===== src/rtl/reg_port_arbiter.sv =====
// reg_port_arbiter: arbitrates two requesters onto a single-port register file
// and returns read data to the issuer. Define REG_ARB_FIXED_PRIO_EN for fixed priority.
//
// Handshake: a requester raises reqN with weN/idN/wdataN and holds them stable
// until it observes gntN. The command is accepted at the edge that ends the gnt
// cycle; from there the requester either drops reqN or presents its next command.
// Reads complete with a single-cycle rvalidN, and rdataN holds until the next read.
module reg_port_arbiter #(
  parameter int DATA_W = 16,
  parameter int ID_W   = 4
) (
  input  logic              clk,
  input  logic              reset,
  input  logic              req0,
  input  logic              req1,
  input  logic              we0,
  input  logic              we1,
  input  logic [ID_W-1:0]   id0,
  input  logic [ID_W-1:0]   id1,
  input  logic [DATA_W-1:0] wdata0,
  input  logic [DATA_W-1:0] wdata1,
  output logic              gnt0,
  output logic              gnt1,
  output logic              rvalid0,
  output logic              rvalid1,
  output logic [DATA_W-1:0] rdata0,
  output logic [DATA_W-1:0] rdata1,
  output logic              busy,
  output logic              reg_rd,
  output logic              reg_wn,
  output logic [ID_W-1:0]   reg_id,
  output logic [DATA_W-1:0] reg_wdata,
  input  logic [DATA_W-1:0] reg_rdata,
  output logic [1:0]        dbg_state
);

  typedef enum logic [1:0] {
    S_IDLE  = 2'd0,
    S_ISSUE = 2'd1,
    S_WAIT  = 2'd2
  } state_t;

  state_t              r_state;
  state_t              w_state_next;
  logic                w_take;
  logic                w_win;
  logic                w_we;
  logic [ID_W-1:0]     w_id;
  logic [DATA_W-1:0]   w_wdata;

  logic                r_gnt0;
  logic                r_gnt1;
  logic                r_rvalid0;
  logic                r_rvalid1;
  logic [DATA_W-1:0]   r_rdata0;
  logic [DATA_W-1:0]   r_rdata1;
  logic                r_busy;
  logic                r_reg_rd;
  logic                r_reg_wn;
  logic [ID_W-1:0]     r_reg_id;
  logic [DATA_W-1:0]   r_reg_wdata;
  logic                r_owner;

`ifndef REG_ARB_FIXED_PRIO_EN
  logic                r_last;
`endif

  always_comb begin
    w_state_next = r_state;
    w_take       = 1'b0;
    w_win        = 1'b0;
`ifdef REG_ARB_FIXED_PRIO_EN
    w_win = ~req0;
`else
    // On a tie the requester that did not win last time goes next.
    w_win = (req0 & req1) ? ~r_last : req1;
`endif
    case (r_state)
      S_IDLE: begin
        if (req0 | req1) begin
          w_take       = 1'b1;
          w_state_next = S_ISSUE;
        end
      end
      S_ISSUE: w_state_next = r_reg_wn ? S_IDLE : S_WAIT;
      S_WAIT:  w_state_next = S_IDLE;
      default: w_state_next = S_IDLE;
    endcase
  end

  assign w_we    = w_win ? we1    : we0;
  assign w_id    = w_win ? id1    : id0;
  assign w_wdata = w_win ? wdata1 : wdata0;

  always_ff @(posedge clk or negedge reset) begin
    if (!reset) r_state <= S_IDLE;
    else        r_state <= w_state_next;
  end

  always_ff @(posedge clk or negedge reset) begin
    if (!reset) begin
      r_gnt0      <= 1'b0;
      r_gnt1      <= 1'b0;
      r_rvalid0   <= 1'b0;
      r_rvalid1   <= 1'b0;
      r_rdata0    <= '0;
      r_rdata1    <= '0;
      r_busy      <= 1'b0;
      r_reg_rd    <= 1'b0;
      r_reg_wn    <= 1'b0;
      r_reg_id    <= '0;
      r_reg_wdata <= '0;
      r_owner     <= 1'b0;
    end else begin
      r_gnt0    <= w_take & ~w_win;
      r_gnt1    <= w_take & w_win;
      r_reg_rd  <= w_take & ~w_we;
      r_reg_wn  <= w_take & w_we;
      r_busy    <= (w_state_next != S_IDLE);
      r_rvalid0 <= (r_state == S_WAIT) & ~r_owner;
      r_rvalid1 <= (r_state == S_WAIT) & r_owner;
      if (w_take) begin
        r_reg_id    <= w_id;
        r_reg_wdata <= w_wdata;
        r_owner     <= w_win;
      end
      // Register file data is valid in WAIT, one cycle after the read strobe.
      if (r_state == S_WAIT) begin
        if (r_owner) r_rdata1 <= reg_rdata;
        else         r_rdata0 <= reg_rdata;
      end
    end
  end

`ifndef REG_ARB_FIXED_PRIO_EN
  // Reset to 1 so requester 0 takes the first tie.
  always_ff @(posedge clk or negedge reset) begin
    if (!reset)      r_last <= 1'b1;
    else if (w_take) r_last <= w_win;
  end
`endif

  assign gnt0      = r_gnt0;
  assign gnt1      = r_gnt1;
  assign rvalid0   = r_rvalid0;
  assign rvalid1   = r_rvalid1;
  assign rdata0    = r_rdata0;
  assign rdata1    = r_rdata1;
  assign busy      = r_busy;
  assign reg_rd    = r_reg_rd;
  assign reg_wn    = r_reg_wn;
  assign reg_id    = r_reg_id;
  assign reg_wdata = r_reg_wdata;
  assign dbg_state = r_state;

endmodule


===== config.mk =====
export PLATFORM = sky130hd
export DESIGN_NAME = reg_port_arbiter
export DESIGN_NICKNAME = d
export VERILOG_FILES = /design/src/rtl/reg_port_arbiter.sv
export SDC_FILE = /design/constraint.sdc
export NUM_CORES = 1
export LEC_CHECK = 0
export CORE_ASPECT_RATIO = 1.5
export CORE_MARGIN = 4
export CORE_UTILIZATION = 44
export CTS_CLUSTER_DIAMETER = 30
export DETAILED_ROUTE_END_ITERATION = 10
export PLACE_DENSITY = 0.95
export SYNTH_ARGS = -nofsm -noshare
export SYNTH_HDL_FRONTEND = slang
export SYNTH_SLANG_ARGS = --single-unit

===== constraint.sdc =====
create_clock -name clk -period 3.4 [get_ports clk]
set_input_delay 0.68 -clock clk [delete_from_list [all_inputs] [get_ports clk]]
set_output_delay 0.68 -clock clk [all_outputs]
set_load 0.005 [all_outputs]

# After elaboration in Yosys (flattened, before gate mapping)
# Index checks and enable logic that the tools add are counted.
# op_classes
addsub,0
n_mul,0
n_div,0
n_lt_le_gt_ge,0
n_eq_ne,2
shift,0
mux,9
bitwise,12
reduce_logical,4
# op_table
op,n
$mux W16,1
$and A1 B1 Y1,7
$mux W1,4
$mux W2,2
$mux W4,1
$not A1 Y1,4
$pmux W2 S2,1
$reduce_and A2 Y1,2
$eq A2 B1 Y1 const B,1
$eq A2 B2 Y1 const B,1
$logic_not A2 Y1,1
$reduce_bool A2 Y1,1
$or A1 B1 Y1,1
# word_totals
regBits,63
latch_bits,0
ramBits,0
romBits,0
inputBits,62
output_inout_bits,61
word_cells,41
memories,0

# Depth between registers and ports, before layout
# Gate-level depths: netlist (run 1).
# depth
ltp_word,5
depth_mapped,5
mapped_depth_nobuf,3

# Worst setup path before layout (run 1)
# No wires, ideal clock.
# synth_timing
path_kind,input to register
from,input req1
to,register r_reg_wdata[10] (netlist: reg_wdata[10])
setup_ps,66
arrival_ps,1467
t_required_ps,3334
path_slack_ps,1867
stages,4
n_path_buf,1
cell_sequence,a21bo_2 -> buf_2 -> nor4b_1 -> a221o_1
# synth_between
elab_chain_cells,3
# synth_rtl
item,line,text
from (decl),15,"input logic req1,"
$and A1 B1 Y1 / $or A1 B1 Y1 (equally long branches),"76, 80",
"$mux W1, on equally long branches","76, 80",
$mux W16 / $mux W1 (equally long branches),"93, 78",
to (signal assigned),124,r_reg_wdata <= w_wdata;
to (decl),61,logic [DATA_W-1:0] r_reg_wdata;
# Several ways; a longest one is shown, not always the timed one.
# A chain may end at the register's enable or synchronous reset.

# Worst setup path after layout (run 1)
# layout_timing
from,register r_state[1] (netlist: dbg_state[1])
to,output dbg_state[1]
# layout_lines
item,line,text
from (decl),43,state_t r_state;
from (signal assigned),97,else r_state <= w_state_next;
to (decl),34,output logic [1:0] dbg_state
# No word-level cell between the ends.

==> metrics, run 1 <==
final hold vios=0; delay of the slowest cell on the worst path=0.58 ns; max-cap viol count=0; final worst-path setup slack=1.23 ns; top-count cell post-synth=dfrtp_1; Synth top area share=60.3%; Final Skew=0.00764 ns; Post-synth EDFFs=0; area of the multi-input gates=902 sq um; Cell Chain, Critical Path=clkdlybuf4s50_1; gr ovfl total=0; Reg-to-Reg Start=dbg_state[1]$_DFF_PN0_; syn_nets=230; Syn Inst Count=168; Layout Cells excl Fill=367; sequential cell area=1580 sq um; Crit. Startpoint=dbg_state[1]$_DFF_PN0_; Synth Register Bits=63; Post-CTS Resized=0; Total Die Area=7160 sq um; drt pass-1 iters=4; Ys Warns=0; FFs w/ async S/R, synth=100%; Filler cells=400; CTS Sinks=63; worst path required time=2.72 ns; n_diodes=0; FMAX=0.462 GHz; synthesized area=2570 sq um; Synth area leader=dfrtp_1; synth-to-layout area growth=56.7%; Total GRT Usage=19.6%; final WL=6.95 mm; crit path capture type=output port; WHS=0.487 ns; initial core utilization=46.1%; Crit path depth=1; die width=70.4 um; RSZ-0062 raised after global routing=no; Placed Instances=351; residual DRC count=0; worst reg2reg path endpoint=reg_wdata[0]$_DFFE_PN0P_; crit share post-route=63.7%; postcts setup bufs=0; pre-CTS worst setup slack=1.15 ns; wire length of the first global-routing pass=10.7 mm; Longest Clk Path Bufs=2; leakage=1.70 nW; share of layout cells above drive strength 1=20.5%; ys flop type=dfrtp_1; post-DP HPWL=5.05 mm; # hold bufs at CTS=0; initial DRC count=104; via count=2,005; setup TNS=0 ns; largest net degree at the start of global routing=45; Die Y=102 um; type of the most critical hold path=primary input to asynchronous set/reset pin; fin area=4030 sq um; vias in the first global route=2,126; Worst setup endpoint=dbg_state[1]; cts bufs inserted=9; setup slack, reg-to-reg=1.44 ns; Crit path arrival time=1.49 ns; Root Driver=clkbuf_8; final antenna-violating net count=0; Final nets=354; TritonCTS clock tree=built; minimum clock period=2.17 ns; Syn Area/Cell=15.3 sq um; ranking of synthesized cells by instance count=dfrtp_1 (62), mux2_2 (23), a221o_1 (20), nor4b_1 (20), mux2_4 (9); slew of the pin with the lowest slew margin=0.935 ns; routability cong.=0.723; clock latency on the worst-skew pair=0.33 ns; Cell Pwr Density=887 nW/um^2; endpoints failing setup=0; Vias per Instance=5.46; outcome=finished, final reports clean; core area=5570 sq um; Slew HR=37.7%; clk slew on worst S/H paths=0.07 ns; crit-path max FO=11; synth top area cells=dfrtp_1 (60%), mux2_2 (10%), a221o_1 (7.8%); # port buffers=122; startpoint types=flip-flop; H-tree Lvls=3; delay-heaviest family, CP=buffers and inverters; post-synthesis sequential area ratio=61.4%; CP max-delay cell=clkdlybuf4s50_1; DR WL/cell=18.9 um; Core Rows=33; Max IR drop VDD=0.000482 V; initial antenna violation count=0; max-slew violation count=0; Buf/Inv on CP=1; synth unique cells=24; Post-DP Area=3830 sq um; FF-to-FF path depth=4; Boundary Pins=123; CP Class=flip-flop to output port
## worst reg2reg max path, cell delays in order, from the launching register on
cell,delay [ns]
dfrtp_1,0.51
buf_4,0.28
nor2_2,0.14
and3_1,0.70
a221o_1,0.27
## where the power goes
part           total (mW)  internal [mW]  switching (mW)  leakage (nW)
combinational        1.60           1.05           0.549         0.843
sequential           1.34           1.12           0.218         0.763
clock               0.634          0.354           0.280        0.0981
total                3.57           2.53            1.05          1.70
## flip-flops by register name, indices dropped and copies added, names as in the netlist
signal	flops
reg_rd	1
r_owner	1
rdata1	16
reg_wdata	16
gnt0	1
busy	1
rdata0	16
dbg_state	2
rvalid1	1
r_last	1
reg_id	4
rvalid0	1
reg_wn	1
gnt1	1
## placed cells by master, fill, tap and decap left out, drive strengths merged, types with 2 or more instances in the layout
master         Yosys  routed
nand2              2       2
a221o             20      20
buf               10       6
clkdlybuf4s50      0     121
mux2              32      32
clkinvlp           0       2
clkbuf             4      10
dfrtp             62      62
a21o               2       2
nor4b             20      20
inv                3       3
clkinv             0       3
nor2               3       3
## layer usage
layer	GRT usage (%)	share of wire, %	vias up
li1	-	-	886
met1	21.0	36	1024
met2	36.4	57	81
met3	3.38	4.6	14
met4	10.0	2.3	0
met5	0	0	-
## cells by family (layout without fill, tap and decap cells)
group,count (synthesis),in the layout,share of synthesized area (%)
buffers and inverters,17,146,3.55
DFF,63,63,61.4
AOI/OAI and AO/OA,24,24,9.10
and+or+nand+nor,31,31,10.3
muxes,33,33,15.7
## layout make-up
type / count / area share [%]
Multi-Input combinational cell: 88 / 22.4
Sequential cell: 63 / 39.1
Clock inverter: 6 / 1.49
Tap cell: 70 / 2.17
Timing Repair Buffer: 127 / 31.1
Clock buffer: 10 / 3.42
Inverter: 3 / 0.279
## through the flow
step	util [%]	power, mW
after CTS	72.3	3.62
final	72.3	3.57
after global placement	68.8	2.90
after global routing	72.3	3.77
after detailed placement	68.8	2.97
after floorplan	-	2.02
## worst min path at each step
stage	end	slack, ns	cells after the start
after detailed placement	rdata1[12]$_DFFE_PN0P_	0.49	1
after CTS	rdata0[6]$_DFFE_PN0P_	0.51	1
after global placement	rdata1[12]$_DFFE_PN0P_	0.49	1
final	rdata1[6]$_DFFE_PN0P_	0.49	1
after global routing	rdata0[11]$_DFFE_PN0P_	0.53	1
after floorplan	busy$_DFF_PN0_	0.38	0
Power figures use the tool's default switching activity.
==> inputs of run 2 (changes only) <==
CORE_UTILIZATION = 37   (was 44)
PLACE_DENSITY = 0.87   (was 0.95)
clock period = 1.8 ns   (was 3.4 ns; I/O delays follow)
==> run 2 against run 1 <==
Effect of this change: the run now ends with hold timing left; first-iteration DRC count fell by 67%; largest power group unchanged; sequential power grew 88%; utilization is 12 points lower; via count decreased by 2.1%; critical path depth unchanged; non-clock buffer count grew 6; highest routed layer unchanged; clock power grew 69%; clock skew decreased by 0.0017 ns.
==> metrics, run 2 (synthesis results as in run 1) <==
outcome=finished with violations (was finished, final reports clean); failing checks=hold timing; area of the multi-input gates=902 sq um (unchanged); Total GRT Usage=15.9% (was 19.6%); largest net degree at the start of global routing=28 (was 45); minimum clock period=1.68 ns; wire length of the first global-routing pass=10.4 mm (was 10.7 mm); die width=76.1 um (was 70.4 um); setup slack, reg-to-reg=0.28 ns (was 1.44 ns); n_diodes=0 (unchanged); Die Y=110 um (was 102 um); final hold vios=4 (was 0); Cell Pwr Density=1630 nW/um^2 (was 887 nW/um^2); FF-to-FF path depth=3 (was 4); # hold bufs at CTS=0 (unchanged); crit share post-route=93.4%; CP max-delay cell=clkdlybuf4s50_1 (unchanged); M2 GR Usage=29.2% (was 36.4%); Filler cells=558 (was 400); Core Rows=37 (was 33); final WL=6.71 mm (was 6.95 mm); via count=1,963 (was 2,005); initial core utilization=37.8% (was 46.1%); startpoint types=flip-flop (unchanged); crit path capture type=output port (unchanged); type of the most critical hold path=primary input to asynchronous set/reset pin (unchanged); max-cap viol count=0 (unchanged); gr ovfl total=0 (unchanged); CTS Sinks=63 (unchanged); max-slew violation count=0 (unchanged); synth-to-layout area growth=60.0% (was 56.7%); worst path required time=1.44 ns (was 2.72 ns); Longest Clk Path Bufs=2 (unchanged); slew of the pin with the lowest slew margin=0.526 ns (was 0.935 ns); Slew HR=64.9% (was 37.7%); Vias per Instance=5.15 (was 5.46); Total Die Area=8370 sq um (was 7160 sq um); RSZ-0062 raised after global routing=no (unchanged); cts bufs inserted=9 (unchanged); initial DRC count=34 (was 104); share of layout cells above drive strength 1=22.4% (was 20.5%); Final Skew=0.00592 ns (was 0.00764 ns); Placed Instances=365 (was 351); sequential cell area=1580 sq um (about the same); # port buffers=122 (unchanged); setup TNS=0 ns (unchanged); postcts setup bufs=0 (unchanged); DR WL/cell=17.6 um (was 18.9 um); WHS=-0.00214 ns (was 0.487 ns); vias in the first global route=2,084 (was 2,126); H-tree Lvls=3 (unchanged); initial antenna violation count=0 (unchanged); Buf/Inv on CP=1 (unchanged); post-DP HPWL=5.05 mm (about the same); Max IR drop VDD=0.000653 V (was 0.000482 V); Root Driver=clkbuf_8 (unchanged); leakage=1.75 nW (was 1.70 nW); crit-path max FO=6 (was 11); Crit path arrival time=1.32 ns (was 1.49 ns); Cell Chain, Critical Path=clkdlybuf4s50_1 (unchanged); core area=6810 sq um (was 5570 sq um); Reg-to-Reg Start=r_last$_DFFE_PN1P_ (was dbg_state[1]$_DFF_PN0_); final core utilization=60.5% (was 72.3%); residual DRC count=0 (unchanged); routability cong.=0.781 (was 0.723); CP Class=flip-flop to output port (unchanged); TritonCTS clock tree=built (unchanged); clk slew on worst S/H paths=0.07 ns (about the same); final antenna-violating net count=0 (unchanged); Boundary Pins=123 (unchanged); Most Crowded Layer GR=met2 (unchanged); FMAX=0.595 GHz; worst reg2reg path endpoint=reg_rd$_DFF_PN0_ (was reg_wdata[0]$_DFFE_PN0P_); Layout Cells excl Fill=381 (was 367); most frequent cells in the layout=clkdlybuf4s50_1 (121), dfrtp_1 (60), mux2_2 (23), nor4b_1 (20), a221o_1 (20) (was clkdlybuf4s50_1 (121), dfrtp_1 (62), mux2_2 (23), nor4b_1 (20), a221o_1 (20)); delay of the slowest cell on the worst path=0.55 ns (was 0.58 ns); drt pass-1 iters=4 (unchanged); delay-heaviest family, CP=buffers and inverters (unchanged); met1 Usage GRT=16.8% (was 21.0%); commonest non-fill, non-tap cell in the layout=clkdlybuf4s50_1 (unchanged); clock latency on the worst-skew pair=0.33 ns (about the same); GR Util met3=4.39% (was 3.38%); endpoints failing setup=0 (unchanged); Final nets=360 (was 354)
[run 2: per-layer routing]
metal | part of all wire [%] | vias up
li1 | - | 900
met1 | 37 | 981
met2 | 56 | 70
met3 | 5.3 | 12
met4 | 2.1 | 0
met5 | 0 | -
[run 2: worst reg2reg max path, stage by stage, from the launching register on]
cell,delay (ns)
dfstp_2,0.55
a21bo_2,0.44
mux2i_1,0.32
nor2b_1,0.16
[run 2: stage by stage]
stage                     setup slack (ns)  total power [mW]  hold WS, ns  instance area, sq um
after floorplan                      0.283              3.81       0.0644                  2570
after global placement             -0.0280              5.62        0.362                  3940
after detailed placement            -0.138              5.72        0.375                  3940
after CTS                          0.00909              6.82      0.00520                  4110
after global routing                0.0727              7.13       0.0153                  4120
final                                0.119              6.72     -0.00214                  4120
[run 2: cell type report]
cell class,instances,share of cell area [%]
Clock inverter,4,0.486
Sequential cell,63,38.4
Clock buffer,12,3.77
Tap cell,78,2.37
Timing Repair Buffer,133,32.8
Inverter,3,0.274
Multi-Input combinational cell,88,21.9
[run 2: report_power, final]
group | total, mW | switching [mW] | internal, mW
Combinational | 3.13 | 1.04 | 2.10
Clock | 1.07 | 0.502 | 0.565
Sequential | 2.52 | 0.403 | 2.12
[run 2: how the worst max path moves through the flow]
stage	startpoint	end	slack, ns	cells after the start
finish	dbg_state[0]$_DFF_PN0_	dbg_state[0]	0.12	1
global route	dbg_state[0]$_DFF_PN0_	dbg_state[0]	0.07	1
CTS	dbg_state[0]$_DFF_PN0_	dbg_state[0]	0.009	1
detailed placement	req1	reg_id[2]$_DFFE_PN0P_	-0.14	4
global placement	req1	reg_wdata[14]$_DFFE_PN0P_	-0.03	4
floorplan	dbg_state[0]$_DFF_PN0_	rdata0[10]$_DFFE_PN0P_	0.28	4
[run 2: what timing repair did]
action / in CTS / in global routing
gates resized for setup: 0 / 2
endpoints found under the hold margin: 0 / 0
endpoints found under the setup margin: 0 / 2
==> RTL change 1, RTL diff (flow settings as in run 2) <==
Change the parameter `ID_W` from 4 to 3.
--- a/src/rtl/reg_port_arbiter.sv
+++ b/src/rtl/reg_port_arbiter.sv
@@ -9,3 +9,3 @@
   parameter int DATA_W = 16,
-  parameter int ID_W   = 4
+  parameter int ID_W   = 3
 ) (
Interface: changed (resized id0, id1 and reg_id); port bits go from 123 to 120. The function was not compared with the original's and may differ.
==> RTL change 1 against run 2 <==
Synthesized cell count fell by 1.8%; wire length decreased by 1.7%; worst setup slack improved by 0.0054 ns; clock power up 25%; via count decreased by 0.36%; hold slack improved by 0.031 ns; first-iteration DRC count is 88% higher; sequential cell count down 1; total power rose by 2.1%; non-clock buffer count fell by 2; clock skew up 0.0021 ns; highest routed layer unchanged; synthesized area down 1.8%; design area shrank 1.1%.
==> RTL change 1: results (changes against run 2) <==
INFO  metric placer_congestion_estimate = 0.771 (-1.3%)
INFO  metric detailedRoute.firstIterationViolations = 64 (+88%)
INFO  metric number_of_global_route_vias_before_repair = 2,102 (+0.86%)
INFO  metric portBuffers = 119 (-2.5%)
INFO  metric groute.usage.overall = 16.4% (+0.50 points)
INFO  metric worstPathMaxFanout = 8 (+2)
INFO  metric post_route_cells_drive_above_1_share = 23.5% (+1.0 points)
INFO  metric dpl-instance-area = 3840 um^2 (-2.4%)
INFO  metric wire_length_of_the_first_global_routing_pass = 10,200 um (-1.5%)
INFO  metric max-vdd-ir-drop = 867 uV (+33%)
INFO  metric swShare = 28.2% (-0.68 points)
INFO  metric outcome = finished clean
INFO  metric total_leakage_power = 0.00173 uW (-1.1%)
INFO  metric worst-slew-pin-transition = 0.589 ns (+0.0629 ns)
INFO  metric ys_seq_area_share = 61.5% (+0.13 points)
INFO  metric preCtsSetupSlack = -0.0621 ns (+0.0755 ns)
INFO  metric netlist-cell-type-count = 25 (+4.2%)
INFO  metric clock_skew = 0.00803 ns (+0.00210 ns)
INFO  metric synthesis.nets = 225 (-2.2%)
INFO  metric post-route-cell-area = 4070 um^2 (-1.1%)
INFO  metric dpl.hpwl = 4920 um (-2.4%)
INFO  metric post_synth_main_area_contributors = dfrtp_1 (60%), mux2_2 (10%), a221o_1 (7.5%)
INFO  metric synth_commonest_cells = dfrtp_1 (61), mux2_2 (23), a221o_1 (19), nor4b_1 (19), mux2_4 (9)
INFO  metric vias_per_cell = 5.23 (+1.5%)
INFO  metric n_fill_cell = 525 (-5.9%)
INFO  metric post_drt_wl_per_cell = 17.6 um (+0.11%)
INFO  metric count_of_warnings_emitted_by_yosys = 0 (unchanged)
==> RTL change 1: cell count changes after synthesis, sizes merged <==
| cell | delta |
|---|---|
| nor4b | -1 |
| buf | +1 |
| dfrtp | -1 |
| clkbuf | -1 |
| a221o | -1 |
==> RTL change 1: metal layers <==
layer	track usage [%]	vias up	wire, um
li1	-	883	-
met1	19.2	976	2430
met2	28.2	86	3590
met3	5.07	11	457
met4	5.13	0	119
met5	0	-	0
==> RTL change 1: power groups by stage <==
stage               logic (uW)  registers [uW]  clock network [uW]
floorplan                 1260            2490                   0
global placement          2990            2480                   0
detailed placement        3090            2500                   0
CTS                       3090            2490                1370
global route              3280            2570                1430
finish                    3040            2490                1340
==> RTL change 1: final cells by class <==
| class | instances | share of cell area (%) |
|---|---|---|
| flip-flops and latches | 62 | 38.2 |
| repair buffers | 131 | 32.0 |
| multi-input cells | 86 | 21.7 |
| clock buffers | 10 | 3.38 |
| well taps | 76 | 2.34 |
| clock inverters | 6 | 2.09 |
| inverters | 3 | 0.277 |
==> RTL change 1: final timing paths <==
| path | from | end | slack, ns | cells after the start |
|---|---|---|---|---|
| max reg2reg | r_last$_DFFE_PN1P_ | reg_rd$_DFF_PN0_ | 0.26 | 3 |
| max | dbg_state[1]$_DFF_PN0_ | dbg_state[1] | 0.12 | 1 |
| min reg2reg | rdata1[1]$_DFFE_PN0P_ | rdata1[1]$_DFFE_PN0P_ | 0.50 | 1 |
| min in group clk | rdata1[1]$_DFFE_PN0P_ | rdata1[1]$_DFFE_PN0P_ | 0.50 | 1 |
| min | reset | rdata0[7]$_DFFE_PN0P_ | 0.03 | 1 |
| max in group asynchronous | reset | dbg_state[0]$_DFF_PN0_ | 1.21 | 2 |
==> RTL change 1: cell families after synthesis <==
kind of cell           Yosys count  share of synthesized area [%]
AO/OA/AOI/OAI                   23                           8.87
multiplexers                    33                           16.0
AND/OR/NAND/NOR                 30                           10.1
flip-flops                      62                           61.5
buffers and inverters           17                           3.52
==> RTL change 1: stage by stage <==
stage | hold slack, ns | cells | setup TNS (ns)
after detailed placement | 0.406 | 358 | -0.617
after global routing | 0.0617 | 374 | 0
after global placement | 0.391 | 358 | -0.00846
final | 0.0291 | 374 | 0
after floorplan | 0.0644 | 165 | 0
after CTS | 0.0464 | 374 | 0
==> RTL change 2, RTL diff (settings of run 2) <==
Without the edit above. Reset style: synchronous (`reset`), changed in 3 clocked blocks.
--- a/src/rtl/reg_port_arbiter.sv
+++ b/src/rtl/reg_port_arbiter.sv
@@ -94,3 +94,3 @@
 
-  always_ff @(posedge clk or negedge reset) begin
+  always_ff @(posedge clk) begin
     if (!reset) r_state <= S_IDLE;
@@ -99,3 +99,3 @@
 
-  always_ff @(posedge clk or negedge reset) begin
+  always_ff @(posedge clk) begin
     if (!reset) begin
@@ -136,3 +136,3 @@
   // Reset to 1 so requester 0 takes the first tie.
-  always_ff @(posedge clk or negedge reset) begin
+  always_ff @(posedge clk) begin
     if (!reset)      r_last <= 1'b1;
Function: differs if reset is asserted again (counterexample within 4 cycles, from zero or initial values and one cycle with reset low); with reset held inactive, the same outputs for 10 cycles.
==> RTL change 2 against run 2 <==
Non-clock buffer count increased by 2; first-iteration DRC count increased to 3.6 times the old value; via count increased by 21%; worst setup slack improved by 0.023 ns; sequential cell count unchanged; synthesized cell count increased by 53%; core utilization increased by 2.5 points; sequential share of layout area decreased by 5.7 points; hold slack improved by 0.44 ns; design area decreased by 6.2%; synthesized area decreased by 9.9%; wire length increased by 7.0%; global-route usage increased by 3.1 points.
Power is not compared: it rests on default switching activity, and its combinational part moved more than twofold at a synthesized area within 25%.
==> RTL change 2: results (changes against run 2) <==
INFO  metric synth.area.mux_share = 0.432% (-15 points)
INFO  metric synth-adder-area-share = 0% (unchanged)
INFO  metric post_synth_main_area_contributors = dfxtp_1 (54%), nand2_1 (11%), a21oi_1 (6.9%)
INFO  metric synth_async_sr_flop_share = 0% (-100 points)
INFO  metric worst-r2r-setup-slack = 0.33 ns (+0.05 ns)
INFO  metric startpoint = dbg_state[1]$_SDFF_PN0_
INFO  metric endpoint_kind = output port
INFO  metric timing.rr.start = dbg_state[0]$_SDFF_PN0_
INFO  metric dpl-instance-area = 3630 um^2 (-7.8%)
INFO  metric number_of_global_route_vias_before_repair = 2,464 (+18%)
INFO  metric min-delay-path-class = reg2reg
INFO  metric vias_per_cell = 5.16 (about the same)
INFO  metric hold_slack = 0.438 ns (+0.440 ns)
INFO  metric dpl.hpwl = 5480 um (+8.6%)
INFO  metric critPathMaxStageDelay = 0.55 ns (about the same)
INFO  metric relSlewSlack = 73.8% (+8.9 points)
INFO  metric worstPathMaxFanout = 9 (+3)
INFO  metric preCtsSetupSlack = -0.0377 ns (+0.0999 ns)
INFO  metric synth_commonest_cells = nand2_1 (65), dfxtp_1 (63), a21oi_1 (32), and3_1 (15), a221o_1 (14)
INFO  metric rr_endpoint = reg_wdata[1]$_SDFFE_PN0P_
INFO  metric cp_data_arrival_time = 1.30 ns (-0.02 ns)
INFO  metric synthesis.nets = 319 (+39%)
INFO  metric max_h_tree_level = 3 (unchanged)
INFO  metric whs_path_depth = 1
INFO  metric ys_seq_area_share = 54.5% (-6.9 points)
INFO  metric syn-mean-instance-area = 9.01 um^2 (-41%)
INFO  metric placer_congestion_estimate = 0.808 (+3.5%)
INFO  metric finalNonFillerCells = 462 (+21%)
INFO  metric yosys.cell_count.top_type = nand2_1
INFO  metric number_of_cells_after_detailed_placement = 446 (+22%)
INFO  metric clock_skew = 0.00598 ns (+0.0000524 ns)
INFO  metric total_leakage_power = 0.00145 uW
INFO  metric outcome = finished clean
INFO  metric cts-buffers-inserted = 9 (unchanged)
INFO  metric post_drt_wl_per_cell = 15.5 um (-12%)
INFO  metric detailedRoute.firstIterationViolations = 122 (+260%)
INFO  metric pin_count_of_the_biggest_net_entering_global_routing = 26 (-7.1%)
INFO  metric synth_compound_gate_area_share = 17.7% (+8.6 points)
INFO  metric count_of_warnings_emitted_by_yosys = 0 (unchanged)
INFO  metric groute.usage.overall = 19.1% (+3.1 points)
INFO  metric endpoint = dbg_state[1]
INFO  metric drtPass1Iterations = 4 (unchanged)
INFO  metric cts.repair.resized = 1 (+1)
INFO  metric post_route_cells_drive_above_1_share = 9.02% (-13 points)
INFO  metric hold-path-endpoint = dbg_state[1]$_SDFF_PN0_
INFO  metric clockRootBuffer = clkbuf_8
INFO  metric clock_latency = 0.32 ns
INFO  metric timing.final.crit_period = 1.66 ns (-0.0231 ns)
INFO  metric wire_length_of_the_first_global_routing_pass = 11,400 um (+10%)
INFO  metric netlist-cell-type-count = 29 (+21%)
-- RTL change 2: power by group through the flow --
stage | Combinational [uW] | Clock (uW) | Sequential, uW
floorplan | 184 | 0 | 1550
global placement | 519 | 0 | 1550
detailed placement | 532 | 0 | 1550
CTS | 534 | 1390 | 1520
global route | 573 | 1460 | 1530
finish | 531 | 1370 | 1520
-- RTL change 2: layer usage --
metal / routed length, um / track usage [%] / vias up
met1: 2610 / 19.1 / 1097
met4: 97 / 5.28 / 0
met2: 3890 / 35.4 / 123
met5: 0 / 0 / -
met3: 586 / 7.12 / 12
li1: - / - / 1150
-- RTL change 2: layout make-up --
class                   count  area, um^2
repair buffers            135        1330
fillers                   528        2270
clock buffers              13         159
well taps                  74        92.6
clock inverters             3        65.1
inverters                   1        3.75
multi-input cells         173         943
flip-flops and latches     63        1260
-- RTL change 2: logic make-up (layout without fill, tap and decap cells) --
logic type	after synthesis	after routing
DFF	63	63
AOI/OAI and AO/OA	63	63
and+or+nand+nor	109	109
muxes	1	1
buffers and inverters	21	152
